## config.mk

```make
export PLATFORM = sky130hd
export DESIGN_NAME = hbridge_supervisor
export DESIGN_NICKNAME = d
export VERILOG_FILES = /design/src/rtl/hbridge_supervisor.sv
export SDC_FILE = /design/constraint.sdc
export NUM_CORES = 1
export LEC_CHECK = 0
export ABC_AREA = 1
export CAP_MARGIN = 25
export CORE_MARGIN = 3
export CORE_UTILIZATION = 45
export CTS_CLUSTER_SIZE = 12
export DETAILED_ROUTE_END_ITERATION = 8
export PLACE_DENSITY = 0.73
export SYNTH_ARGS = -nofsm -noshare
export SYNTH_HDL_FRONTEND = slang
export SYNTH_SLANG_ARGS = --single-unit
```

## constraint.sdc

```tcl
create_clock -name i_CLK -period 1.5 [get_ports i_CLK]
set_clock_uncertainty 0.15 [all_clocks]
set_input_delay 0.3 -clock i_CLK [delete_from_list [all_inputs] [get_ports i_CLK]]
set_output_delay 0.3 -clock i_CLK [all_outputs]
set_load 0.02 [all_outputs]
```

## src/rtl/hbridge_supervisor.sv

```systemverilog
// H-bridge start-up, gating and protection sequencer for N_LEG half-bridge legs.
// IDLE -> BOOT (low sides on) -> FORCE (fixed pattern) -> RUN (pass-through), with latched faults.
module hbridge_supervisor #(
   parameter int unsigned           N_LEG         = 2,
   parameter int unsigned           CNT_W         = 8,
   parameter int unsigned           T_BOOT        = 10,
   parameter int unsigned           T_FORCE       = 6,
   parameter logic [2*N_LEG-1:0]    FORCE_PATTERN = 4'b1001
) (
   input  logic                 i_CLK,
   input  logic                 i_RST,
   input  logic                 i_enable,
   input  logic                 i_clear,
   input  logic                 i_ext_fault,
   input  logic [2*N_LEG-1:0]   i_Q,
   output logic [2*N_LEG-1:0]   o_Q,
   output logic [2:0]           o_state,
   output logic                 o_on,
   output logic                 o_vg,
   output logic                 o_ctrl_rst_n,
   output logic                 o_fault,
   output logic [1:0]           o_fault_cause
);

   localparam int unsigned W = 2 * N_LEG;

   localparam logic [2:0] S_IDLE  = 3'd0;
   localparam logic [2:0] S_BOOT  = 3'd1;
   localparam logic [2:0] S_FORCE = 3'd2;
   localparam logic [2:0] S_RUN   = 3'd3;
   localparam logic [2:0] S_FAULT = 3'd4;

   localparam logic [CNT_W-1:0] BOOT_LAST  = CNT_W'(T_BOOT - 1);
   localparam logic [CNT_W-1:0] FORCE_LAST = CNT_W'(T_FORCE - 1);

   logic [2:0]       r_state;
   logic [CNT_W-1:0] r_timer;
   logic [W-1:0]     r_Q;
   logic             r_on;
   logic             r_vg;
   logic             r_ctrl_rst_n;
   logic             r_fault;
   logic [1:0]       r_fault_cause;

   logic             w_st;
   logic             w_active;
   logic             w_fault_req;
   logic [2:0]       w_nxt_state;
   logic [CNT_W-1:0] w_nxt_timer;
   logic [CNT_W-1:0] w_timer_inc;
   logic [1:0]       w_nxt_cause;
   logic [W-1:0]     w_nxt_Q;

   assign w_st        = |(i_Q[N_LEG-1:0] & i_Q[W-1:N_LEG]);
   assign w_active    = (r_state == S_BOOT) || (r_state == S_FORCE) || (r_state == S_RUN);
   assign w_fault_req = (w_active && i_ext_fault) || ((r_state == S_RUN) && w_st);
   // Saturating increment: the timer must never wrap back into a terminal-count match.
   assign w_timer_inc = (r_timer == '1) ? r_timer : r_timer + 1'b1;

   always_comb begin
      w_nxt_state = r_state;
      w_nxt_timer = r_timer;
      w_nxt_cause = r_fault_cause;
      case (r_state)
         S_IDLE: begin
            if (i_enable) begin
               w_nxt_state = S_BOOT;
               w_nxt_timer = '0;
            end
         end
         S_BOOT, S_FORCE, S_RUN: begin
            if (w_fault_req) begin
               w_nxt_state = S_FAULT;
               w_nxt_timer = '0;
               w_nxt_cause = {i_ext_fault, w_st && (r_state == S_RUN)};
            end else if (!i_enable) begin
               w_nxt_state = S_IDLE;
               w_nxt_timer = '0;
            end else if (r_state == S_BOOT) begin
               if (r_timer == BOOT_LAST) begin
                  w_nxt_state = S_FORCE;
                  w_nxt_timer = '0;
               end else begin
                  w_nxt_timer = w_timer_inc;
               end
            end else if (r_state == S_FORCE) begin
               if (r_timer == FORCE_LAST) begin
                  w_nxt_state = S_RUN;
                  w_nxt_timer = '0;
               end else begin
                  w_nxt_timer = w_timer_inc;
               end
            end
         end
         S_FAULT: begin
            if (!i_enable && i_clear) begin
               w_nxt_state = S_IDLE;
               w_nxt_cause = '0;
            end
         end
         default: begin
            w_nxt_state = S_IDLE;
            w_nxt_timer = '0;
            w_nxt_cause = '0;
         end
      endcase
   end

   // Gate pattern is decoded from the next state so a faulting pattern is blocked on the same edge.
   always_comb begin
      w_nxt_Q = '0;
      case (w_nxt_state)
         S_BOOT:  w_nxt_Q = {{N_LEG{1'b1}}, {N_LEG{1'b0}}};
         S_FORCE: w_nxt_Q = FORCE_PATTERN;
         S_RUN:   w_nxt_Q = i_Q;
         default: w_nxt_Q = '0;
      endcase
   end

   always_ff @(posedge i_CLK or negedge i_RST) begin
      if (!i_RST) begin
         r_state       <= S_IDLE;
         r_timer       <= '0;
         r_Q           <= '0;
         r_on          <= 1'b0;
         r_vg          <= 1'b0;
         r_ctrl_rst_n  <= 1'b0;
         r_fault       <= 1'b0;
         r_fault_cause <= '0;
      end else begin
         r_state       <= w_nxt_state;
         r_timer       <= w_nxt_timer;
         r_Q           <= w_nxt_Q;
         r_on          <= (w_nxt_state == S_FORCE) || (w_nxt_state == S_RUN);
         r_vg          <= (w_nxt_state == S_RUN);
         r_ctrl_rst_n  <= (w_nxt_state == S_RUN);
         r_fault       <= (w_nxt_state == S_FAULT);
         r_fault_cause <= w_nxt_cause;
      end
   end

   assign o_Q           = r_Q;
   assign o_state       = r_state;
   assign o_on          = r_on;
   assign o_vg          = r_vg;
   assign o_ctrl_rst_n  = r_ctrl_rst_n;
   assign o_fault       = r_fault;
   assign o_fault_cause = r_fault_cause;

endmodule

```

[Yosys cells after proc, flatten, opt, wreduce, memory -nomap -nowiden]
Index checks and enable logic that the tools add are counted.
Storage, ports and cells
  word-level logic and storage cells: 61
  output and inout port bits: 13
  input bits: 9
  bits in registers: 20
Cells by class
  bitwise gates (word level): 3
  reduce and logical (&&, ||, !) cells: 13
  mux-type cells: 22
  eq/ne operators: 15
  add/subtract/negate cells: 1
Operators with widths (number)
  $mux 8: 8
  $mux 3: 8
  $pmux 8 s3: 1
  $eq 3x2->1 const B: 4
  $pmux 4 s3: 1
  $pmux 3 s3: 1
  $add 8x1->8 const B: 1
  $eq 8x3->1 const B: 1
  $eq 8x4->1 const B: 1
  $eq 8x8->1 const B: 1
  $eq 3x1->1 const B: 2
  $eq 3x3->1 const B: 2
  $ne 2x2->1 const B: 3
  $pmux 2 s3: 1
  $reduce_and 3->1: 2
  $ne 5x5->1 const B: 1
  $logic_or 1x1->1: 4
  $mux 2: 2
  $logic_and 1x1->1: 3
  $logic_not 3->1: 1
  $reduce_or 3->1: 1
  $and 2x2->2: 1
  $not 1->1: 2
  $reduce_or 2->1: 1
  $logic_not 1->1: 1

[Logic depth before layout (Yosys ltp)]
  depth after elaboration: 9
  depth in mapped cells: 12
  depth with buffers taken out: 12

[Worst setup path after synthesis]
Ideal clock, no wire load.
  path type: reg-to-reg
  start point: register r_state[2] (netlist: o_state[2])
  end point: register r_timer[0]
  setup slack: -0.111 ns
  arrival: 1.346 ns
  clock period less this slack: 1.611 ns
  data required time: 1.235 ns
  setup time: 0.115 ns
  stages on the path, launching flop included: 8
  buffers on the path: 1
  path through: dfrtp_1 -> buf_6 -> o21ai_1 -> nand2_4 -> inv_4 -> nand2_2 -> inv_1 -> nor2_1
Between the ends
  cells in the longest elaborated chain, start to end: 7
  elaborated cells on any way between the ends: 19
  classes of those cells: eq/ne: 6; mux: 4; bitwise: 1; reduce/logical: 8
Ends and longest elaborated chain
  start, declared: RTL line 36  | logic [2:0] r_state;
  start signal, assigned: RTL line 131  | r_state <= w_nxt_state;
  $eq 3x1->1 or $eq 3x2->1 (tied branches)
  $logic_or 1x1->1 (2 in series): RTL line 55  | assign w_active = (r_state == S_BOOT) || (r_state == S_FORCE) || (r_state == S_RUN);
  $logic_and 1x1->1: RTL line 56  | assign w_fault_req = (w_active && i_ext_fault) || ((r_state == S_RUN) && w_st);
  $logic_or 1x1->1: RTL line 56
  $ne 5x5->1 (no line) or $mux 8 (tied branches)
  $reduce_and 3->1 (no line) or $pmux 8 s3 (tied branches)
  end signal, assigned: RTL line 132  | r_timer <= w_nxt_timer;
  end, declared: RTL line 37  | logic [CNT_W-1:0] r_timer;
Several ways; a longest one is shown, not always the timed one.
A chain may end at the register's enable or synchronous reset.

[Worst setup path in the final report]
  start point: register r_timer[1]
  end point: register r_Q[0] (netlist: o_Q[0])
Between the ends
  cells in the longest elaborated chain, start to end: 9
  elaborated cells on any way between the ends: 13
  classes of those cells: eq/ne: 5; mux: 8
Ends and longest elaborated chain
  $eq 8x3->1: RTL line 87  | if (r_timer == FORCE_LAST) begin
  $mux 3: RTL line 87
  $mux 3: RTL line 86  | end else if (r_state == S_FORCE) begin
  $mux 3 (*): RTL line 79  | end else if (r_state == S_BOOT) begin
  $mux 3 (*): RTL line 76  | end else if (!i_enable) begin
  $mux 3 (*): RTL line 72  | if (w_fault_req) begin
  $pmux 3 s3 (*): RTL line 64  | case (r_state)
  via w_nxt_state[1]: RTL line 48  | logic [2:0] w_nxt_state;
  $eq 3x2->1 or $eq 3x1->1 (tied branches): RTL line 112  | case (w_nxt_state)
  $pmux 4 s3 (*): RTL line 112
  via w_nxt_Q[0]: RTL line 52  | logic [W-1:0] w_nxt_Q;
  end signal, assigned: RTL line 133  | r_Q <= w_nxt_Q;
  end, declared: RTL line 38  | logic [W-1:0] r_Q;
Mark *: on every way through the listed nets, which the timed path passes. The rest lies on a longest branch.

==> reports/qor.csv <==
stage,metric,value,unit
status,outcome,"finished, violations left",
status,failing_checks,negative setup slack,
synth,synth-adder-area-share,2.146,%
synth,yosysMostFrequentCell,nand2_1,
global_routing,overflow_left_after_global_routing,0,
clock_tree,deepest_level_of_the_cts_h_tree,1,
placed_design,numPortBuffers,21,
die,initial_utilization,49.84,%
synth,main_combinational_cell_family_by_area_after_synthesis,simple AND/OR/NAND/NOR gates,
sta,setup_slack,-0.1455,ns
sta,clock.fmax,607.7,MHz
worst_setup_path,crit_family,flip-flops,
detailed_routing,drt-wirelength-per-cell,13.06,um
die,floorplan.die.width,56.91,um
synth,syn_nets,169,
worst_setup_path,path_buf_inv,4,
worst_setup_path,critical_path_capture_point_type,flip-flop,
detailed_routing,vias_per_cell,5.136,
worst_setup_path,largest_stage_delay_on_the_critical_path,0.43,ns
sta,final_min_period_over_clock_period,109.7,%
worst_setup_path,crit_type,flip-flop to flip-flop,
synth,synth_edf_count,0,
pwr,proportion_of_power_drawn_by_flip_flops_and_latches,31.5,%
synth,synth_area,1166,um^2
global_routing,grt_start_max_net_pins,21,
worst_setup_path,crit_path_top_delay_cell,dfrtp_1,
worst_setup_path,worst_ep_required_time,1.61,ns
sta,worst-slew-pin-transition,0.2636,ns
synth,muxShareOfSynthArea,0,%
placed_design,gp_congestion,0.9074,
global_routing,first_pass_grt_wire_length,5237,um
pwr,combPwrFrac,55.2,%
clock_tree,cts_root_buffer,clkbuf_4,
synth,fraction_of_synthesized_cell_area_in_xor_and_xnor_cells,0.7511,%
final_layout,n_antenna_cell,0,
die,floorplan.core_area,2340,um^2
pwr,leakage,0.9029,nW
synth,synth_compound_gate_area_share,6.116,%
synth,post_synth_num_cell_types,26,
die,die_height,56.91,um
placed_design,hpwl,2223,um
clock_tree,worstSkewPairLatency,0.30,ns
pwr,clock_power_share,13.3,%
pwr,p_sw_share,42.47,%
detailed_routing,finalWirelength,3068,um
sta,number_of_endpoints_with_negative_hold_slack_in_the_final_report,0,
sta,unrepaired_setup_endpoints_after_global_routing,true,
synth,netlist.area_leader.share,42.92,%
pwr,post_layout_total_power,2.414,mW
pwr,power_per_standard_cell_area,1376,nW/um^2
final_layout,postLayoutCoreUtil,74.97,%
die,floorplan.rows,17,
detailed_routing,drtPass1Iterations,4,
clock_tree,path_clk_slew,0.12,ns
detailed_routing,drtIter0Drc,37,
final_layout,areaGrowthSynthToFinish,50.43,%
clock_tree,cts.sink_count,20,
synth,netlist_top_cells_count,"nand2_1 (46), dfrtp_1 (20), inv_1 (20), nor2_1 (17), nand3_1 (14)",
sta,report.final.slew_viol_count,0,
synth,synthCells,158,
synth,synthesis.area_per_instance,7.380,um^2
synth,synthTopCellsByArea,"dfrtp_1 (43%), nand2_1 (15%), inv_1 (6.4%)",
synth,synthesis.yosys.warnings,0,
global_routing,grt_antenna_before_repair,0,
die,dieArea,3238,um^2
worst_setup_path,cp_data_arrival_time,1.75,ns
final_layout,post_route_cells_drive_above_1_share,39.13,%
die,io_pins,22,
sta,final.setup.tns,-1.129,ns
sta,timing.final.crit_period,1.646,ns
pwr,power.internal,1.389,mW
global_routing,grt_util_all_layers,20.53,%
worst_setup_path,cpMostUsedCell,inv_1,
placed_design,placement.setup.worst_slack,-0.3756,ns
final_layout,fillCellCount,185,
hold_path,min-delay-path-class,input port to asynchronous set/reset pin,
detailed_routing,remaining_drc_errors,0,
worst_setup_path,rr_worst_depth,9,
global_routing,grt_pass1_vias,1186,
sta,setup_violation_total_in_the_final_timing_report,14,
synth,seq_area_frac_synth,42.92,%
worst_setup_path,critical_path_cell_count,9,
clock_tree,cts_buffers,3,
run,maxCapViolations,0,
sta,maxSlewHeadroom,82.43,%
final_layout,finish.net_count,219,
worst_setup_path,crit_path_cell_trace,"inv_2, ha_4, nand3_4, o21bai_1, buf_4, nand2_2, inv_1, nand2_1, inv_1",
worst_setup_path,cp-start-kind,flip-flop,
worst_setup_path,crit_fanout,5,
synth,top_cell_type_by_total_area_after_synthesis,dfrtp_1,
pwr,power.switching,1.025,mW
synth,synthFlopType,dfrtp_1,
synth,synth-seq-cells,20,
pwr,irDropWorstVdd,1.129,mV
clock_tree,tritoncts,done,
synth,synthArstFlopShare,100.0,%
clock_tree,cts-hold-fix-buffers,0,
synth,synth_simple_gate_area_share,38.84,%
detailed_routing,vias,1207,
clock_tree,ctsLongestPathBuffers,2,
detailed_routing,post_detailed_route_count_of_antenna_violating_nets,0,
==> placed cells by master, fill, tap and decap left out <==
master,Yosys,routed
dfrtp_1,20,15
nor2_1,17,14
o21ai_0,5,1
o21ai_2,1,3
inv_1,20,15
clkbuf_8,0,1
clkdlybuf4s15_1,0,5
nand3_1,14,9
nand3b_1,1,1
inv_4,1,1
a21oi_1,4,3
nand3_2,1,4
inv_2,2,7
nor2_2,2,5
nand4_1,5,5
nor2b_1,1,1
dlygate4sd2_1,0,5
buf_2,0,2
nand2_2,3,9
dfrtp_2,0,5
ha_4,0,1
a21oi_2,0,1
nand3_4,0,2
nand2_4,2,4
clkdlybuf4s50_1,0,8
ha_2,0,1
nor3_2,1,4
buf_6,1,4
o21bai_1,1,1
nand2_1,46,38
nand4_4,0,1
o21ai_1,2,4
clkbuf_4,0,3
buf_4,1,23
xor2_1,1,1
==> cell families (layout without fill, tap and decap cells) <==
family,count (synthesis),after routing
buffers and inverters,25,74
XOR/XNOR,1,1
AND/OR/NAND/NOR,97,97
AO/OA/AOI/OAI,13,13
adder cells (fa/ha/maj),2,2
flip-flops,20,20
==> flip-flops by register name, summed over array words and instances, names as in the netlist <==
signal and cells:
o_fault 1, o_state 3, o_ctrl_rst_n 1, r_timer 8, o_fault_cause 2, o_on 1
o_Q 4
==> power by group through the flow <==
stage	Combinational, mW	Clock, mW	Sequential [mW]
floorplan	0.594	0	0.836
global placement	1.14	0	0.744
detailed placement	1.17	0	0.747
CTS	1.23	0.327	0.749
global route	1.47	0.346	0.773
finish	1.33	0.321	0.761
==> worst paths after layout <==
check | from | end | slack [ns]
hold / removal | i_RST | r_timer[1] | 0.18
setup reg to reg | r_timer[1] | o_Q[0] | -0.15
setup / recovery | r_timer[1] | o_Q[0] | -0.15
hold reg to reg | o_fault_cause[0] | o_fault_cause[0] | 0.34
max in group asynchronous | i_RST | o_state[2] | 0.79
min in group i_CLK | o_fault_cause[0] | o_fault_cause[0] | 0.34
==> worst reg2reg max path: cells and delay by family (launching register included) <==
family                   cells  cell delay, ns
adder cells (fa/ha/maj)      1            0.16
AND/OR/NAND/NOR              3            0.26
flip-flops                   1            0.43
AO/OA/AOI/OAI                1            0.19
buffers and inverters        4            0.42
==> cell type report <==
| cell class | instances | area, um^2 | share of cell area, % |
|---|---|---|---|
| multi-input cells | 113 | 685.7 | 39.09 |
| flip-flops and latches | 20 | 506.7 | 28.89 |
| repair buffers | 47 | 401.6 | 22.90 |
| inverters | 23 | 88.84 | 5.064 |
| clock buffers | 4 | 36.28 | 2.068 |
| well taps | 28 | 35.03 | 1.997 |
==> through the flow <==
step	cell area [um^2]	hold slack (ns)	cells
after floorplan	1184	-0.1456	158
final	1754	0.1777	235
after global routing	1754	0.1855	235
after detailed placement	1560	0.3118	225
after CTS	1703	0.1848	233
after global placement	1560	0.3151	225
==> repair_timing <==
item	CTS	global route
resized for setup	48	20
endpoints found under the setup margin	27	25
buffers inserted	4	2
pin swaps	11	10
==> metal layers <==
layer  share of wire (%)  GRT usage [%]  up-vias
met4                 1.4          5.960        0
met3                 4.2          2.989        5
met1                  42          25.43      564
met2                  52          36.70       39
met5                   0              0        -
li1                    -              -      599
No activity file was read; power rests on OpenSTA's default activity.
